<file path="src/rtl/load_store_unit_pkg.sv">
// Shared definitions for the load/store unit: RV32 width codes, FSM states,
// default timeout and the access legality/alignment check.
package load_store_unit_pkg;

   localparam logic [2:0] F3_LB  = 3'b000;
   localparam logic [2:0] F3_LH  = 3'b001;
   localparam logic [2:0] F3_LW  = 3'b010;
   localparam logic [2:0] F3_LBU = 3'b100;
   localparam logic [2:0] F3_LHU = 3'b101;

   localparam int DEFAULT_TIMEOUT = 255;

   typedef enum logic [1:0] {
      ST_IDLE = 2'd0,
      ST_REQ  = 2'd1,
      ST_DONE = 2'd2,
      ST_ERR  = 2'd3
   } lsu_state_e;

   // True when the width code is legal for the direction and the address is naturally aligned.
   function automatic logic access_ok(input logic isStore, input logic [2:0] f3,
                                      input logic [1:0] addrLo);
      logic ok;
      ok = 1'b0;
      case (f3)
         F3_LB:   ok = 1'b1;
         F3_LH:   ok = ~addrLo[0];
         F3_LW:   ok = (addrLo == 2'b00);
         F3_LBU:  ok = ~isStore;
         F3_LHU:  ok = ~isStore & ~addrLo[0];
         default: ok = 1'b0;
      endcase
      return ok;
   endfunction

endpackage

</file>
<file path="src/rtl/lsu_align.sv">
// Combinational lane steering: store byte enables and data replication,
// load lane extraction with sign or zero extension.
module lsu_align (
   input  logic [2:0]  funct3_i,
   input  logic [1:0]  addr_lo_i,
   input  logic [31:0] wdata_i,
   input  logic [31:0] mem_rdata_i,
   output logic [3:0]  be_o,
   output logic [31:0] wdata_o,
   output logic [31:0] rdata_o
);

   logic [7:0]  byteSel;
   logic [15:0] halfSel;
   logic        signedLoad;

   always_comb begin
      byteSel    = mem_rdata_i[7:0];
      halfSel    = addr_lo_i[1] ? mem_rdata_i[31:16] : mem_rdata_i[15:0];
      signedLoad = ~funct3_i[2];
      case (addr_lo_i)
         2'd0:    byteSel = mem_rdata_i[7:0];
         2'd1:    byteSel = mem_rdata_i[15:8];
         2'd2:    byteSel = mem_rdata_i[23:16];
         default: byteSel = mem_rdata_i[31:24];
      endcase
   end

   // funct3[1:0] is the access size; funct3[2] selects zero extension on loads.
   always_comb begin
      be_o    = 4'b1111;
      wdata_o = wdata_i;
      rdata_o = mem_rdata_i;
      case (funct3_i[1:0])
         2'b00: begin
            be_o    = 4'b0001 << addr_lo_i;
            wdata_o = {4{wdata_i[7:0]}};
            rdata_o = {{24{signedLoad & byteSel[7]}}, byteSel};
         end
         2'b01: begin
            be_o    = addr_lo_i[1] ? 4'b1100 : 4'b0011;
            wdata_o = {2{wdata_i[15:0]}};
            rdata_o = {{16{signedLoad & halfSel[15]}}, halfSel};
         end
         default: begin
            be_o    = 4'b1111;
            wdata_o = wdata_i;
            rdata_o = mem_rdata_i;
         end
      endcase
   end

endmodule

</file>
<file path="src/rtl/load_store_unit.sv">
// Single-outstanding RV32 load/store unit: accepts one access in IDLE, drives a
// held memory request until ack or timeout, then pulses done (with err on failure).
module load_store_unit
   import load_store_unit_pkg::*;
#(
   parameter int ADDR_W  = 32,
   parameter int TIMEOUT = DEFAULT_TIMEOUT
) (
   input  logic              clk,
   input  logic              rst,
   input  logic              start,
   input  logic              is_store,
   input  logic [2:0]        funct3,
   input  logic [ADDR_W-1:0] addr,
   input  logic [31:0]       wdata,
   output logic              busy,
   output logic              done,
   output logic              err,
   output logic [31:0]       rdata,
   output logic              mem_req,
   output logic              mem_we,
   output logic [ADDR_W-1:0] mem_addr,
   output logic [3:0]        mem_be,
   output logic [31:0]       mem_wdata,
   input  logic [31:0]       mem_rdata,
   input  logic              mem_ack
);

   localparam logic [15:0] CntLast = 16'(TIMEOUT - 1);

   lsu_state_e        state_q, state_d;
   logic [15:0]       cnt_q, cnt_d;
   logic              store_q, store_d;
   logic [2:0]        f3_q, f3_d;
   logic [ADDR_W-1:0] addr_q, addr_d;
   logic [31:0]       wdata_q, wdata_d;
   logic [31:0]       rdata_q, rdata_d;

   logic [3:0]        alignBe;
   logic [31:0]       alignWdata;
   logic [31:0]       alignRdata;

   lsu_align uAlign (
      .funct3_i    (f3_q),
      .addr_lo_i   (addr_q[1:0]),
      .wdata_i     (wdata_q),
      .mem_rdata_i (mem_rdata),
      .be_o        (alignBe),
      .wdata_o     (alignWdata),
      .rdata_o     (alignRdata)
   );

   // Rejected accesses never touch the latched request, so mem_* stay as last driven.
   always_comb begin
      state_d = state_q;
      cnt_d   = cnt_q;
      store_d = store_q;
      f3_d    = f3_q;
      addr_d  = addr_q;
      wdata_d = wdata_q;
      rdata_d = rdata_q;
      case (state_q)
         ST_IDLE: begin
            if (start) begin
               if (access_ok(is_store, funct3, addr[1:0])) begin
                  state_d = ST_REQ;
                  cnt_d   = '0;
                  store_d = is_store;
                  f3_d    = funct3;
                  addr_d  = addr;
                  wdata_d = wdata;
               end else begin
                  state_d = ST_ERR;
               end
            end
         end
         ST_REQ: begin
            if (mem_ack) begin
               state_d = ST_DONE;
               if (!store_q) begin
                  rdata_d = alignRdata;
               end
            end else if (cnt_q == CntLast) begin
               state_d = ST_ERR;
            end else begin
               cnt_d = cnt_q + 16'd1;
            end
         end
         default: state_d = ST_IDLE;
      endcase
   end

   always_ff @(posedge clk) begin
      if (rst) begin
         state_q <= ST_IDLE;
         cnt_q   <= '0;
         store_q <= 1'b0;
         f3_q    <= '0;
         addr_q  <= '0;
         wdata_q <= '0;
         rdata_q <= '0;
      end else begin
         state_q <= state_d;
         cnt_q   <= cnt_d;
         store_q <= store_d;
         f3_q    <= f3_d;
         addr_q  <= addr_d;
         wdata_q <= wdata_d;
         rdata_q <= rdata_d;
      end
   end

   assign busy      = (state_q != ST_IDLE);
   assign done      = (state_q == ST_DONE) || (state_q == ST_ERR);
   assign err       = (state_q == ST_ERR);
   assign rdata     = rdata_q;
   assign mem_req   = (state_q == ST_REQ);
   assign mem_we    = (state_q == ST_REQ) & store_q;
   assign mem_be    = (state_q == ST_REQ) ? alignBe : 4'b0000;
   assign mem_addr  = {addr_q[ADDR_W-1:2], 2'b00};
   assign mem_wdata = alignWdata;

endmodule

</file>
<file path="config.mk">
export PLATFORM = sky130hd
export DESIGN_NAME = load_store_unit
export DESIGN_NICKNAME = d
export VERILOG_FILES = /design/src/rtl/load_store_unit_pkg.sv /design/src/rtl/lsu_align.sv /design/src/rtl/load_store_unit.sv
export SDC_FILE = /design/constraint.sdc
export NUM_CORES = 1
export LEC_CHECK = 0
export ABC_AREA = 1
export CORE_AREA = 2 2 105 132
export CTS_CLUSTER_DIAMETER = 120
export DETAILED_ROUTE_END_ITERATION = 12
export DIE_AREA = 0 0 107 134
export GPL_TIMING_DRIVEN = 1
export PLACE_DENSITY = 0.86
export SLEW_MARGIN = 20
export SYNTH_ARGS = -nofsm -noshare
export SYNTH_HDL_FRONTEND = slang
export SYNTH_SLANG_ARGS = --single-unit
</file>
<file path="constraint.sdc">
create_clock -name clk -period 2.2 [get_ports clk]
set_clock_uncertainty 0.2 [all_clocks]
set_input_delay 0.55 -clock clk [delete_from_list [all_inputs] [get_ports clk]]
set_output_delay 0.55 -clock clk [all_outputs]
set_load 0.01 [all_outputs]
</file>
After elaboration in Yosys (flattened, before gate mapping)

Cells that the tools add are included.

Output and inout port bits: 105
Bits of input ports: 104
Flip-flop bits (word level): 118

Shift-type cells: 1
Reduce and logical (&&, ||, !) cells: 12
Equal/unequal tests: 16
Mux-type cells: 20
Bitwise gates (word level): 8
Add/sub/neg operators: 1

Operator list:

| operator                                                               | count |
|---|---|
| 32-bit one-hot mux with 2 select lines                                 | 2 |
| 16-bit two-way mux                                                     | 5 |
| 16-bit one-hot mux with 2 select lines                                 | 1 |
| 8-bit one-hot mux with 3 select lines                                  | 1 |
| 16-bit by 1-bit adder with 16-bit output, second input constant        | 1 |
| 16-bit by 8-bit equality test with 1-bit output, second input constant | 1 |
| 2-bit logical NOT                                                      | 4 |
| 2-bit two-way mux                                                      | 4 |
| 4-bit two-way mux                                                      | 2 |
| 2-bit inequality test, second input constant                           | 4 |
| 4-bit one-hot mux with 2 select lines                                  | 1 |
| 2-bit by 1-bit equality test with 1-bit output, second input constant  | 3 |
| 2-bit equality test, second input constant                             | 3 |
| 3-bit equality test, second input constant                             | 2 |
| 3-bit AND reduction                                                    | 2 |
| 1-bit one-hot mux with 5 select lines                                  | 1 |
| 5-bit AND reduction                                                    | 1 |
| 1-bit AND                                                              | 4 |
| 1-bit NOT                                                              | 4 |
| 2-bit one-hot mux with 2 select lines                                  | 1 |
| 2-bit nonzero test                                                     | 2 |
| 1-bit by 2-bit << shifter with 4-bit output, first input constant      | 1 |
| 3-bit by 1-bit equality test with 1-bit output, second input constant  | 1 |
| 3-bit by 2-bit equality test with 1-bit output, second input constant  | 1 |
| other kinds (5)                                                        | 6 |

Depth between registers and ports, before layout

Word-level depth: 8
Gate-level depth with buffers: 11
Gate-level depth less buffers: 11

Cells and area by module

Synthesis repeated with hierarchy kept, for this count alone.

Cell total of the unflattened synthesis: 936
Area, all modules: 6288.5 um2

By module, submodules not included:

| module          | cells each | seq. area each (um2) | times used | area each (um2) |
|---|---|---|---|---|
| load_store_unit | 697        | 2362.3               | 1          | 5078.6 |
| lsu_align       | 239        | 0.0                  | 1          | 1209.9 |

Least setup slack after synthesis

No wires, ideal clock.

Kind: register to output
From: register state_q[0]
To: output mem_be[1]
Cell stages (with the launch flop): 6
Slack: 190 ps
Arrival: 1260 ps
Path through: dfxtp_1 > inv_2 > nor2_4 > inv_1 > clkbuf_1 > a211oi_1

Longest elaborated chain between the ends: 2

Ends and longest elaborated chain:

| item                                           | RTL line               | source |
|---|---|---|
| from (decl)                                    | load_store_unit.sv:31  | `lsu_state_e state_q, state_d;` |
| from (signal assigned)                         | load_store_unit.sv:103 | `state_q <= state_d;` |
| 2-bit by 1-bit equality test with 1-bit output | n/a                    |  |
| named net mem_req                              | load_store_unit.sv:20  | `output logic mem_req,` |
| 4-bit two-way mux                              | load_store_unit.sv:119 | `assign mem_be = (state_q == ST_REQ) ? alignBe : 4'b0000;` |
| to (decl)                                      | load_store_unit.sv:23  | `output logic [3:0] mem_be,` |

The timed path passes the listed nets, and every way through them passes these cells.

Worst setup path in the final report

From: register f3_q[0]
To: output mem_wdata[27]

Longest elaborated chain between the ends: 2
Elaborated cells between the ends (all ways): 3
Those cells by class: 1 x eq/ne; 1 x mux; 1 x reduce/logical

Ends and longest elaborated chain:

| item                                                                                | RTL line               | source |
|---|---|---|
| from (decl)                                                                         | load_store_unit.sv:34  | `logic [2:0] f3_q, f3_d;` |
| from (signal assigned)                                                              | load_store_unit.sv:98  | `f3_q <= '0;` |
| from (signal assigned)                                                              | load_store_unit.sv:106 | `f3_q <= f3_d;` |
| 2-bit by 1-bit equality test with 1-bit output or 2-bit logical NOT (tied branches) | lsu_align.sv:34        | `case (funct3_i[1:0])` |
| 32-bit one-hot mux with 2 select lines *                                            | lsu_align.sv:34        |  |
| to (decl)                                                                           | load_store_unit.sv:24  | `output logic [31:0] mem_wdata,` |

Mark *: on every way between the ends. The rest lies on a longest branch, timed or not.

==> flow_summary.ini <==
[clock_network]
cts.sinks = 118
path_clk_slew_ps = 60
root_buffer = clkbuf_16
cts_buffers = 17
htreeDepth = 4
cts_buffer_depth = 2
clk_latency_ps = 420
tritoncts = built

[setup_path]
crit_type = reg -> out
cp-start-kind = register
critical_path_peak_fanout = 8
arrival_ps = 1700
cp.required_ps = 1450
crit_path_end_kind = primary output

[sta]
setup_viol = 20
setup_ws_ps = -246
rsz0062_at_grt = yes
drv_slew = 0
timing.final.crit_share_pct = 111
max_freq_mhz = 409
tns_ps = -3330
hold_violations = 0
period_needed_ps = 2450

[power]
p_total_mw = 6.69
peakVddDrop_uv = 585
p_clk_share_pct = 43.6
p_leak_nw = 3.88
seq_power_share_pct = 35.4
p_sw_share_pct = 28.4
power_density_mw_per_mm2 = 748
internal-power_mw = 4.79
p_comb_share_pct = 21.0
power_switching_mw = 1.90

[drt]
drtIter0Drc = 347
postRouteAntennaNets = 0
dr.max_layer_used = met4
via_per_inst = 5.24
drcViolationCount = 0
dr_wl_met2_um = 10100
first_pass_iters = 5
wl_per_cell_um = 15.9
m1WireLength_um = 7360
num_vias = 6595
routed_wl_um = 20000
wl_met3_um = 1550

[logic_synthesis]
yosysTopAreaCellShare_pct = 40.0
ys_warn_count = 0
synth-xor-area-share_pct = 0.741
yosysSeqAreaShare_pct = 40.0
synthCells = 866
avgSynthCellArea_um2 = 6.82
synth_compound_area_share_pct = 18.8
synth_top_area_cell = dfxtp_1
synth_top_family_by_area = simple AND/OR/NAND/NOR gates
ys_seq_elements = 118
synthSimpleGateAreaFrac_pct = 25.0
synthTopCellsByArea = dfxtp_1 40%, nor2_1 11%, nand2_1 9.0%
synthAdderAreaFrac_pct = 0.423
synth_area_mm2 = 0.00591
post_synth_num_cell_types = 35
muxShareOfSynthArea_pct = 0

[global_routing]
globalRoute.totalOverflow = 0
grt_use_total_pct = 27.5
grt_max_degree = 62
grt_pass1_vias = 6428
grt_pass1_wl_um = 31100
antenna_found_initial = 0

[floorplanning]
num_rows = 47
die_h_um = 134
start_util_pct = 45.1
boundaryPins = 209
coreArea_mm2 = 0.0131
dieWidth_um = 107
die_area_mm2 = 0.0143

[final_layout]
final_common_cell = clkdlybuf4s50_1
diodes = 0
final_cell_mix = 170 x clkdlybuf4s50_1, 164 x nor2_1, 133 x nand2_1
layout.nets = 1180
drive_gt1_share_pct = 16.7
utilization_pct = 68.2
syn_to_final_growth_pct = 51.2

[placement]
place.detailed.hpwl_um = 14200
portBuffers = 206
gp_congestion = 0.932

[outcome]
violations = negative setup slack
status = finished with violations

[job]
drv_cap = 0

[hold_path]
hold_path.class = reg -> reg
## critical path, cell delays in order (launching register included)
cell and delay (ps):
dfxtp_2 330, inv_2 50, nor2_4 110, buf_6 120
clkinvlp_4 180, o211ai_1 290, buf_2 190
## worst paths after layout
kind         slack, ps                        to  cells past startpoint                     start
max               -250             mem_wdata[27]                      6      f3_q[0]$_SDFFE_PP0P_
min                280  wdata_q[15]$_SDFFE_PP0P_                      2  wdata_q[15]$_SDFFE_PP0P_
max reg2reg        250    rdata[31]$_SDFFE_PP0P_                      9      f3_q[0]$_SDFFE_PP0P_
min reg2reg        280  wdata_q[15]$_SDFFE_PP0P_                      2  wdata_q[15]$_SDFFE_PP0P_
## timing repair
| item | in CTS | in global routing |
|---|---|---|
| pin swaps | 9 | 7 |
| hold buffers | 0 | 0 |
| buffers inserted | 9 | 5 |
| gates cloned | 1 | 0 |
| setup endpoints to repair | 36 | 32 |
| resized for setup | 157 | 29 |
## synth_stat cells
cell / n
a211oi_1: 1
a21oi_1: 51
a21oi_2: 2
a31oi_1: 8
and3_1: 1
buf_1: 1
buf_2: 15
buf_4: 42
buf_6: 7
clkbuf_1: 20
clkinv_1: 1
conb_1: 1
dfxtp_1: 118
ha_1: 2
inv_1: 83
inv_2: 6
nand2_1: 142
nand2_2: 2
nand3_1: 33
nand3_2: 3
nand3b_1: 2
nand4_1: 5
nand4_2: 1
nor2_1: 167
nor2_2: 4
nor2_4: 1
o211ai_1: 24
o21ai_0: 90
o21ai_1: 17
o21ai_2: 1
o21bai_1: 2
o22ai_1: 7
or2_2: 1
xnor2_1: 1
xor2_1: 4
## sequential cells by signal (all words and copies together), names as in the netlist
name     count
addr_q      32
cnt_q       16
f3_q         3
rdata       32
state_q      2
store_q      1
wdata_q     32
## final cells by class
type | instances | area [um2]
Sequential cell | 118 | 2380
Multi-Input combinational cell | 574 | 2790
Timing Repair Buffer | 273 | 2600
Fill cell | 1061 | 4180
Clock inverter | 15 | 191
Clock buffer | 17 | 425
Tap cell | 171 | 214
Inverter | 90 | 342
## power by group through the flow
| stage | registers (mW) | logic (mW) | clock network (mW) |
|---|---|---|---|
| 2_1_floorplan | 2.40 | 0.637 | 0 |
| 3_3_place_gp | 2.40 | 1.29 | 0 |
| 3_5_place_dp | 2.40 | 1.31 | 0 |
| 4_1_cts | 2.36 | 1.37 | 2.95 |
| 5_1_grt | 2.38 | 1.51 | 3.04 |
| 6_report | 2.37 | 1.40 | 2.92 |
## per-layer routing
layer | vias up | GRT usage [%]
met5 | - | 0
met4 | 0 | 15.3
met3 | 72 | 8.60
met2 | 278 | 48.9
met1 | 3073 | 28.3
li1 | 3172 | -
## per-stage QoR
| stage | instances | setup WS (ps) | hold slack, ps | cell area [um2] |
|---|---|---|---|---|
| 5_1_grt | 1258 | -288 | 297 | 8940 |
| 6_report | 1258 | -246 | 282 | 8940 |
| 3_3_place_gp | 1212 | -184 | 253 | 8140 |
| 4_1_cts | 1254 | -275 | 276 | 8890 |
| 3_5_place_dp | 1212 | -198 | 262 | 8140 |
| 2_1_floorplan | 867 | 190 | 245 | 5910 |
## logic make-up after synthesis
group / after synthesis
and+or+nand+nor: 362
AOI/OAI and AO/OA: 203
buffers and inverters: 175
DFF: 118
xor gates and xnor gates: 5
adders and majority gates: 2
other: 1
No activity file was read; power rests on OpenSTA's default activity.
